File: config.mk
export PLATFORM = sky130hd
export DESIGN_NAME = logic_gate_tester
export DESIGN_NICKNAME = d
export VERILOG_FILES = /design/src/rtl/logic_gate_tester.sv
export SDC_FILE = /design/constraint.sdc
export NUM_CORES = 1
export LEC_CHECK = 0
export ABC_AREA = 0
export CORE_MARGIN = 2
export CORE_UTILIZATION = 55
export DETAILED_ROUTE_END_ITERATION = 8
export DONT_BUFFER_PORTS = 1
export PLACE_DENSITY_LB_ADDON = 0.2
export SLEW_MARGIN = 0
export SYNTH_ARGS = -nofsm -noshare
export SYNTH_HDL_FRONTEND = slang
export SYNTH_SLANG_ARGS = --single-unit
File: constraint.sdc
create_clock -name clk -period 5.7 [get_ports clk]
set_clock_uncertainty 0.05 [all_clocks]
set_input_delay 0 -clock clk [delete_from_list [all_inputs] [get_ports clk]]
set_output_delay 0 -clock clk [all_outputs]
set_load 0.005 [all_outputs]
File: src/rtl/logic_gate_tester.sv
// BIST initiator for the two-input logic gate unit: sweeps {a,b}, compares the eight gate outputs, reports results.
// Optional build macro LGT_STOP_ON_FAIL_EN: end the run at the first mismatching compare.
module logic_gate_tester #(
  parameter int unsigned SETTLE_CYCLES = 2,
  parameter int unsigned SWEEPS        = 1,
  parameter int unsigned ERR_W         = 6
) (
  input  logic             clk,
  input  logic             rst,
  input  logic             start,
  input  logic [7:0]       resp,
  output logic             test_a,
  output logic             test_b,
  output logic             busy,
  output logic             done,
  output logic             pass,
  output logic [ERR_W-1:0] err_count,
  output logic [7:0]       fail_mask,
  output logic [1:0]       first_fail_vec,
  output logic             first_fail_valid
);

  typedef enum logic [1:0] {
    S_IDLE,
    S_RUN,
    S_DONE
  } state_t;

  localparam int unsigned ST_W  = (SETTLE_CYCLES > 1) ? $clog2(SETTLE_CYCLES) : 1;
  localparam int unsigned SW_W  = (SWEEPS > 1) ? $clog2(SWEEPS) : 1;
  localparam int unsigned SUM_W = ERR_W + 4;

  localparam logic [ST_W-1:0]  SETTLE_LAST = ST_W'(SETTLE_CYCLES - 1);
  localparam logic [SW_W-1:0]  SWEEP_LAST  = SW_W'(SWEEPS - 1);
  localparam logic [SUM_W-1:0] ERR_MAX     = {4'b0000, {ERR_W{1'b1}}};

`ifdef LGT_STOP_ON_FAIL_EN
  localparam bit STOP_ON_FAIL = 1'b1;
`else
  localparam bit STOP_ON_FAIL = 1'b0;
`endif

  // Bit map: 7 xnor, 6 xor, 5 nor, 4 nand, 3 not_b, 2 not_a, 1 or, 0 and.
  function automatic logic [7:0] expected_resp(input logic [1:0] ab);
    logic [7:0] r;
    case (ab)
      2'b00:   r = 8'hBC;
      2'b01:   r = 8'h56;
      2'b10:   r = 8'h5A;
      default: r = 8'h83;
    endcase
    return r;
  endfunction

  function automatic logic [3:0] popcount8(input logic [7:0] v);
    logic [3:0] n;
    n = '0;
    for (int i = 0; i < 8; i++) begin
      n = n + {3'b000, v[i]};
    end
    return n;
  endfunction

  state_t           state_q, state_d;
  logic [1:0]       idx_q, idx_d;
  logic [ST_W-1:0]  settle_q, settle_d;
  logic [SW_W-1:0]  sweep_q, sweep_d;
  logic [ERR_W-1:0] err_q, err_d;
  logic [7:0]       mask_q, mask_d;
  logic [1:0]       ffv_q, ffv_d;
  logic             ffvalid_q, ffvalid_d;
  logic             pass_q, pass_d;

  logic [7:0]       mismatch;
  logic [SUM_W-1:0] err_sum;
  logic [ERR_W-1:0] err_sat;
  logic             compare_now;
  logic             last_compare;

  assign mismatch     = resp ^ expected_resp(idx_q);
  assign err_sum      = {4'b0000, err_q} + SUM_W'(popcount8(mismatch));
  assign err_sat      = (err_sum > ERR_MAX) ? ERR_MAX[ERR_W-1:0] : err_sum[ERR_W-1:0];
  assign compare_now  = (state_q == S_RUN) && (settle_q == SETTLE_LAST);
  assign last_compare = (idx_q == 2'd3) && (sweep_q == SWEEP_LAST);

  always_comb begin
    // NOTE: every signal assigned here gets a default first, so no path can leave one unassigned and infer a latch.
    state_d   = state_q;
    idx_d     = idx_q;
    settle_d  = settle_q;
    sweep_d   = sweep_q;
    err_d     = err_q;
    mask_d    = mask_q;
    ffv_d     = ffv_q;
    ffvalid_d = ffvalid_q;
    pass_d    = pass_q;

    case (state_q)
      S_IDLE: begin
        if (start) begin
          state_d   = S_RUN;
          idx_d     = '0;
          settle_d  = '0;
          sweep_d   = '0;
          err_d     = '0;
          mask_d    = '0;
          ffv_d     = '0;
          ffvalid_d = 1'b0;
          pass_d    = 1'b0;
        end
      end

      S_RUN: begin
        if (!compare_now) begin
          settle_d = settle_q + 1'b1;
        end else begin
          settle_d = '0;
          err_d    = err_sat;
          mask_d   = mask_q | mismatch;
          if ((mismatch != 8'h00) && !ffvalid_q) begin
            ffv_d     = idx_q;
            ffvalid_d = 1'b1;
          end
          // Index wraps 11 -> 00; the sweep counter advances on the wrap.
          idx_d = idx_q + 2'd1;
          if (idx_q == 2'd3) begin
            sweep_d = sweep_q + 1'b1;
          end
          if (last_compare || (STOP_ON_FAIL && (mismatch != 8'h00))) begin
            state_d = S_DONE;
            pass_d  = (err_sat == '0);
          end
        end
      end

      S_DONE: state_d = S_IDLE;

      default: state_d = S_IDLE;
    endcase
  end

  always_ff @(posedge clk) begin
    // NOTE: state registers use non-blocking assignments so every flop samples pre-edge values regardless of statement order.
    if (rst) begin
      state_q   <= S_IDLE;
      idx_q     <= '0;
      settle_q  <= '0;
      sweep_q   <= '0;
      err_q     <= '0;
      mask_q    <= '0;
      ffv_q     <= '0;
      ffvalid_q <= 1'b0;
      pass_q    <= 1'b0;
    end else begin
      state_q   <= state_d;
      idx_q     <= idx_d;
      settle_q  <= settle_d;
      sweep_q   <= sweep_d;
      err_q     <= err_d;
      mask_q    <= mask_d;
      ffv_q     <= ffv_d;
      ffvalid_q <= ffvalid_d;
      pass_q    <= pass_d;
    end
  end

  // Stimulus is only driven while running; IDLE and DONE park the inputs at 00.
  assign busy             = (state_q == S_RUN);
  assign done             = (state_q == S_DONE);
  assign test_a           = busy & idx_q[1];
  assign test_b           = busy & idx_q[0];
  assign pass             = pass_q;
  assign err_count        = err_q;
  assign fail_mask        = mask_q;
  assign first_fail_vec   = ffv_q;
  assign first_fail_valid = ffvalid_q;

endmodule

======== After elaboration in Yosys (flattened, before gate mapping) ========
Index checks and enable logic that the tools add are counted.
storage, ports and cells
  register bits after elaboration ......... 24
  input port bits ......................... 11
operators by class
  $add $sub $neg .......................... 11
  equal/unequal tests ..................... 10
  multiplexer cells ....................... 30
  reductions and logical operators ........ 15
  magnitude comparators ................... 1
  bitwise logic cells ..................... 5
operators with widths
  cell                  number
  $pmux W8 S3           1
  $mux W6               3
  $add A4 B1 Y4         4
  $mux W8               2
  $pmux W8 S2           1
  $mux W2               7
  $pmux W2 S2           3
  $pmux W6 S2           1
  $reduce_and A4 Y1     3
  $mux W1               8
  $ne A2 B1 Y1 const B  4
  $or A8 B8 Y8          1
  $pmux W1 S2           4
  $reduce_bool A8 Y1    1
  $xor A8 B8 Y8         1
  $add A6 B4 Y7         1
  $gt A7 B6 Y1 const B  1
  $eq A2 B2 Y1 const B  3
  $logic_not A6 Y1      1
  $reduce_and A3 Y1     2
  $add A3 B1 Y4         1
  $eq A2 B1 Y1 const B  2
  $logic_not A2 Y1      2
  $add A2 B1 Y3         1
  10 further kinds      14

======== Depth between registers and ports, before layout ========
  word-level depth ........................ 17
  mapped depth ............................ 18
  depth with buffers taken out ............ 17

======== Worst setup path after synthesis ========
No wires, ideal clock.
  path type ............................... register -> register
  start point ............................. register idx_q[0]
  end point ............................... register err_q[0], in the netlist err_count[0]
  path buffers ............................ 1
  cell stages (with the launch flop) ...... 18
  period minus slack after synthesis ...... 4407 ps
  slack ................................... 1293 ps
  data required time ...................... 5579 ps
  arrival time ............................ 4286 ps
  setup time .............................. 71 ps
  cell sequence ........................... dfxtp_1 -> inv_1 -> ha_1 -> buf_4 -> nor2_1 -> nor2_1 -> xor2_1 -> fa_1 -> inv_1 -> fa_1 -> fa_1 -> fa_1 -> fa_1 -> nor2b_1 -> o22a_1 -> nand3_1 -> a21o_1 -> a21oi_1
between the ends
  word-level cells in the longest chain between the ends .. 15
  elaborated cells between the ends (all ways) .. 17
  those cells by class .................... add/sub (8); order compare (1); eq/ne (2); mux (4); bitwise (1); reduce/logical (1)
RTL lines
  item                                        RTL line  source
  from (decl)                                 65        logic [1:0] idx_q, idx_d;
  from (signal assigned)                      156       idx_q <= idx_d;
  $eq A2 B2 Y1, or another cell as far along  46        case (ab)
  $pmux W8 S3 *                               46
  $xor A8 B8 Y8 *                             80        assign mismatch = resp ^ expected_resp(idx_q);
  $add A1 B1 Y2                               59        n = n + {3'b000, v[i]};
  $add A2 B1 Y3                               59
  $add A3 B1 Y4                               59
  $add A4 B1 Y4 (3 in a row)                  59
  $add A4 B1 Y4 *                             59
  $add A6 B4 Y7 *                             81        assign err_sum = {4'b0000, err_q} + SUM_W'(popcount8(mismatch));
  $gt A7 B6 Y1                                82        assign err_sat = (err_sum > ERR_MAX) ? ERR_MAX[ERR_W-1:0] : err_sum[ERR_W-1:0];
  $mux W6 *                                   82
  $mux W6 *                                   114       if (!compare_now) begin
  $pmux W6 S2 *                               98        case (state_q)
  to (signal assigned)                        159       err_q <= err_d;
  to (decl)                                   68        logic [ERR_W-1:0] err_q, err_d;
Mark *: on every way between the ends. The rest lies on a longest branch, timed or not. The select of a mux whose other input is x is not followed.
A chain may end at the register's enable or synchronous reset.

======== Worst setup path in the final report ========
  start point ............................. register idx_q[0]
  end point ............................... register err_q[1], in the netlist err_count[1]
The elaborated chain is that of the path after synthesis.

==> flow_metrics.env <==
export IMPL_status="finished, final reports clean"
export IMPL_critPathRequiredTime_ns=5.92
export IMPL_syn_inst=186
export IMPL_switching_power_mw=0.123
export IMPL_post_route_period_util=0.833
export IMPL_hold_violations=0
export IMPL_slew_headroom=0.517
export IMPL_cpMaxStageDelayCell="fa_1"
export IMPL_syn_avg_cell_area_um2=8.60
export IMPL_cp_end_kind="flip-flop"
export IMPL_wl_per_cell_um=15.7
export IMPL_clock_latency_ns=0.33
export IMPL_antenna_left=0
export IMPL_synth_fa_ha_area_frac=0.149
export IMPL_crit_top_cell="fa_1"
export IMPL_drt_iter0_markers=78
export IMPL_routed_wirelength_mm=3.49
export IMPL_vias=1326
export IMPL_path_cells="inv_1, ha_1, nor2_1, nor2_1, xor2_1, fa_1, inv_1, fa_1, fa_1, fa_1, fa_1, nor2b_1, o22a_1, nand3_1, a21o_1, a21oi_1"
export IMPL_ys_warn_count=0
export IMPL_finalMaxSlewViolations=0
export IMPL_antenna_cells=0
export IMPL_firstDrtPassIters=4
export IMPL_cts_buffers=3
export IMPL_grt_usage=0.231
export IMPL_initial_core_util=0.580
export IMPL_min_period_ns=4.75
export IMPL_drv_cap=0
export IMPL_finish_net_count=220
export IMPL_rsz0062_at_grt="no"
export IMPL_clk_pin_slew_ns=0.14
export IMPL_cpPeakStageDelay_ns=0.52
export IMPL_p_sw_frac=0.297
export IMPL_ys_ff_latch=24
export IMPL_clkPwrFrac=0.306
export IMPL_synthXorXnorAreaFrac=0.0547
export IMPL_fp_row_count=19
export IMPL_remaining_drc_errors=0
export IMPL_p_int_mw=0.292
export IMPL_async_flop_share=0
export IMPL_clk_path_buf_depth=2
export IMPL_antenna_found_initial=0
export IMPL_ys_seq_area_frac=0.300
export IMPL_synth_edff_count=0
export IMPL_grt_ovfl_total=0
export IMPL_worstSetupPathType="flip-flop to flip-flop"
export IMPL_grt_pass1_vias=1324
export IMPL_io_pins=33
export IMPL_cts_root_buf="clkbuf_4"
export IMPL_synth_cell_types=46
export IMPL_seq_power_share=0.434
export IMPL_synth_mux_area_frac=0
export IMPL_post_route_util=0.632
export IMPL_cp_max_fo=9
export IMPL_worst_pin_slew_ns=0.723
export IMPL_syn_to_final_growth_pct=8.99
export IMPL_grt_max_degree=19
export IMPL_tns_ns=0
export IMPL_hp_class="input port to flip-flop"
export IMPL_dp_hpwl_mm=2.57
export IMPL_die_x_um=57.9
export IMPL_die_h_um=57.9
export IMPL_htreeDepth=1
export IMPL_clock_fmax_mhz=211
export IMPL_tritoncts="yes"
export IMPL_power_leakage_nw=0.753
export IMPL_grt_pass1_wl_mm=6.01
export IMPL_syn_area_mm2=0.00160
export IMPL_cp_data_arrival_time_ns=4.97
export IMPL_timing_hold_ws_ns=0.0257
export IMPL_synth_compound_area_frac=0.168
export IMPL_synthFlopType="dfxtp_1"
export IMPL_synth_top_family_by_area="simple AND/OR/NAND/NOR gates"
export IMPL_place_gp_congestion=0.907
export IMPL_synth_nets=213
export IMPL_die_area_mm2=0.00336
export IMPL_n_fill_cell=240
export IMPL_via_per_inst=5.95
export IMPL_synth_simple_area_share=0.275
export IMPL_finalSetupViolations=0
export IMPL_io_buffer_count=0
export IMPL_core_area_mm2=0.00276
export IMPL_peakVddDrop_mv=0.304
export IMPL_p_comb_frac=0.260
export IMPL_drive_gt1_frac=0.0521
export IMPL_worstSetupStartpointType="flip-flop"
export IMPL_hold_depth=3
export IMPL_cts_resized=0
export IMPL_cts_sinks=24
export IMPL_reg2reg_depth=16
export IMPL_powerDensity_mw_per_mm2=238
synthesized netlist by cell type (3+ instances only):
| library cell | n | area share |
|---|---|---|
| nor2_1 | 26 | 0.061 |
| dfxtp_1 | 24 | 0.30 |
| nand2_1 | 17 | 0.040 |
| a21oi_1 | 13 | 0.041 |
| ha_1 | 11 | 0.086 |
| inv_1 | 10 | 0.023 |
| xor2_1 | 7 | 0.038 |
| a21o_1 | 5 | 0.023 |
| fa_1 | 5 | 0.063 |
| o21ai_0 | 5 | 0.016 |
| nand2b_1 | 4 | 0.016 |
| nor3_1 | 4 | 0.013 |
| a211o_1 | 3 | 0.016 |
| clkbuf_1 | 3 | 0.0070 |
| nand3_1 | 3 | 0.0094 |
| nand3b_1 | 3 | 0.014 |
| nand4b_1 | 3 | 0.016 |
| nor2b_1 | 3 | 0.012 |
| o21bai_1 | 3 | 0.014 |
| xnor2_1 | 3 | 0.016 |
power by group through the flow:
stage | Clock [mW] | Combinational [mW] | Sequential, mW
after floorplan | 0 | 0.0834 | 0.182
after global placement | 0 | 0.0974 | 0.184
after detailed placement | 0 | 0.0978 | 0.184
after CTS | 0.130 | 0.108 | 0.181
after global routing | 0.135 | 0.125 | 0.182
final | 0.127 | 0.108 | 0.180
cell type report:
| cell class | count | area [um2] | area share |
|---|---|---|---|
| clock buffers | 3 | 22.5 | 0.0129 |
| clock inverters | 1 | 30.0 | 0.0172 |
| inverters | 10 | 37.5 | 0.0215 |
| multi-input cells | 144 | 1030 | 0.593 |
| flip-flops and latches | 24 | 480 | 0.275 |
| well taps | 31 | 38.8 | 0.0222 |
| repair buffers | 10 | 100 | 0.0574 |
critical path: cells and delay by family, from the launching register on:
family | cells | cell delay [ns]
fa+ha+maj | 6 | 2.77
compound gates | 3 | 0.57
flops | 1 | 0.48
simple gates | 4 | 0.48
xor+xnor | 1 | 0.18
buf+inv | 2 | 0.16
sequential cells by signal, summed over array words and instances (netlist names):
name and count:
settle_q 1, sweep_q 1, pass 1, first_fail_valid 1, idx_q 2, fail_mask 8, err_count 6, state_q 2
first_fail_vec 2
cells by family (layout without fill, tap and decap cells):
family	after synthesis	after routing
AOI/OAI and AO/OA	41	41
xor gates and xnor gates	10	10
adders and majority gates	16	16
buffers and inverters	18	24
DFF	24	24
and+or+nand+nor	77	77
path summary, 6_finish.rpt:
kind	from	end	slack [ns]
worst max register to register	idx_q[0]	err_count[1]	0.95
worst min-delay path	start	err_count[5]	0.03
worst min register to register	fail_mask[6]	fail_mask[6]	0.46
worst max-delay path	idx_q[0]	err_count[1]	0.95
through the flow:
stage	cell area (um2)	worst slack [ns]	cells	total power [mW]
4_1_cts	1740	0.947	223	0.419
2_1_floorplan	1600	1.29	186	0.265
3_3_place_gp	1590	1.12	209	0.281
6_report	1740	0.950	223	0.416
5_1_grt	1740	0.585	223	0.441
3_5_place_dp	1590	0.969	209	0.282
cell usage in the layout (no fill, tap or decap), types with 2 or more instances in the layout:
cell and instances:
ha_1 11, nor3b_1 2, nand4b_1 3, nor2b_1 3, xor2_1 7, xnor2_1 3
nand3_1 3, nor3_1 4, o22ai_1 2, o21bai_1 3, fa_1 5, o21ai_0 5
nand3b_1 3, a21o_1 5, a21oi_1 13, nand2_1 17, dfxtp_1 24, nor4bb_1 2
nor2_1 26, dlygate4sd3_1 10, nand2b_1 4, clkbuf_4 3, a211o_1 3, inv_1 10
what timing repair did:
item	CTS	global route
buffers inserted	0	0
hold buffers	10	0
endpoints found under the hold margin	23	0
routing by layer:
layer  global-route usage  vias up  share of wire
li1                     -      656              -
met1                0.291      629           0.45
met2                0.381       35           0.48
met3               0.0692        6          0.055
met4               0.0698        0          0.013
met5                    0        -              0
No activity file was read; power rests on OpenSTA's default activity.
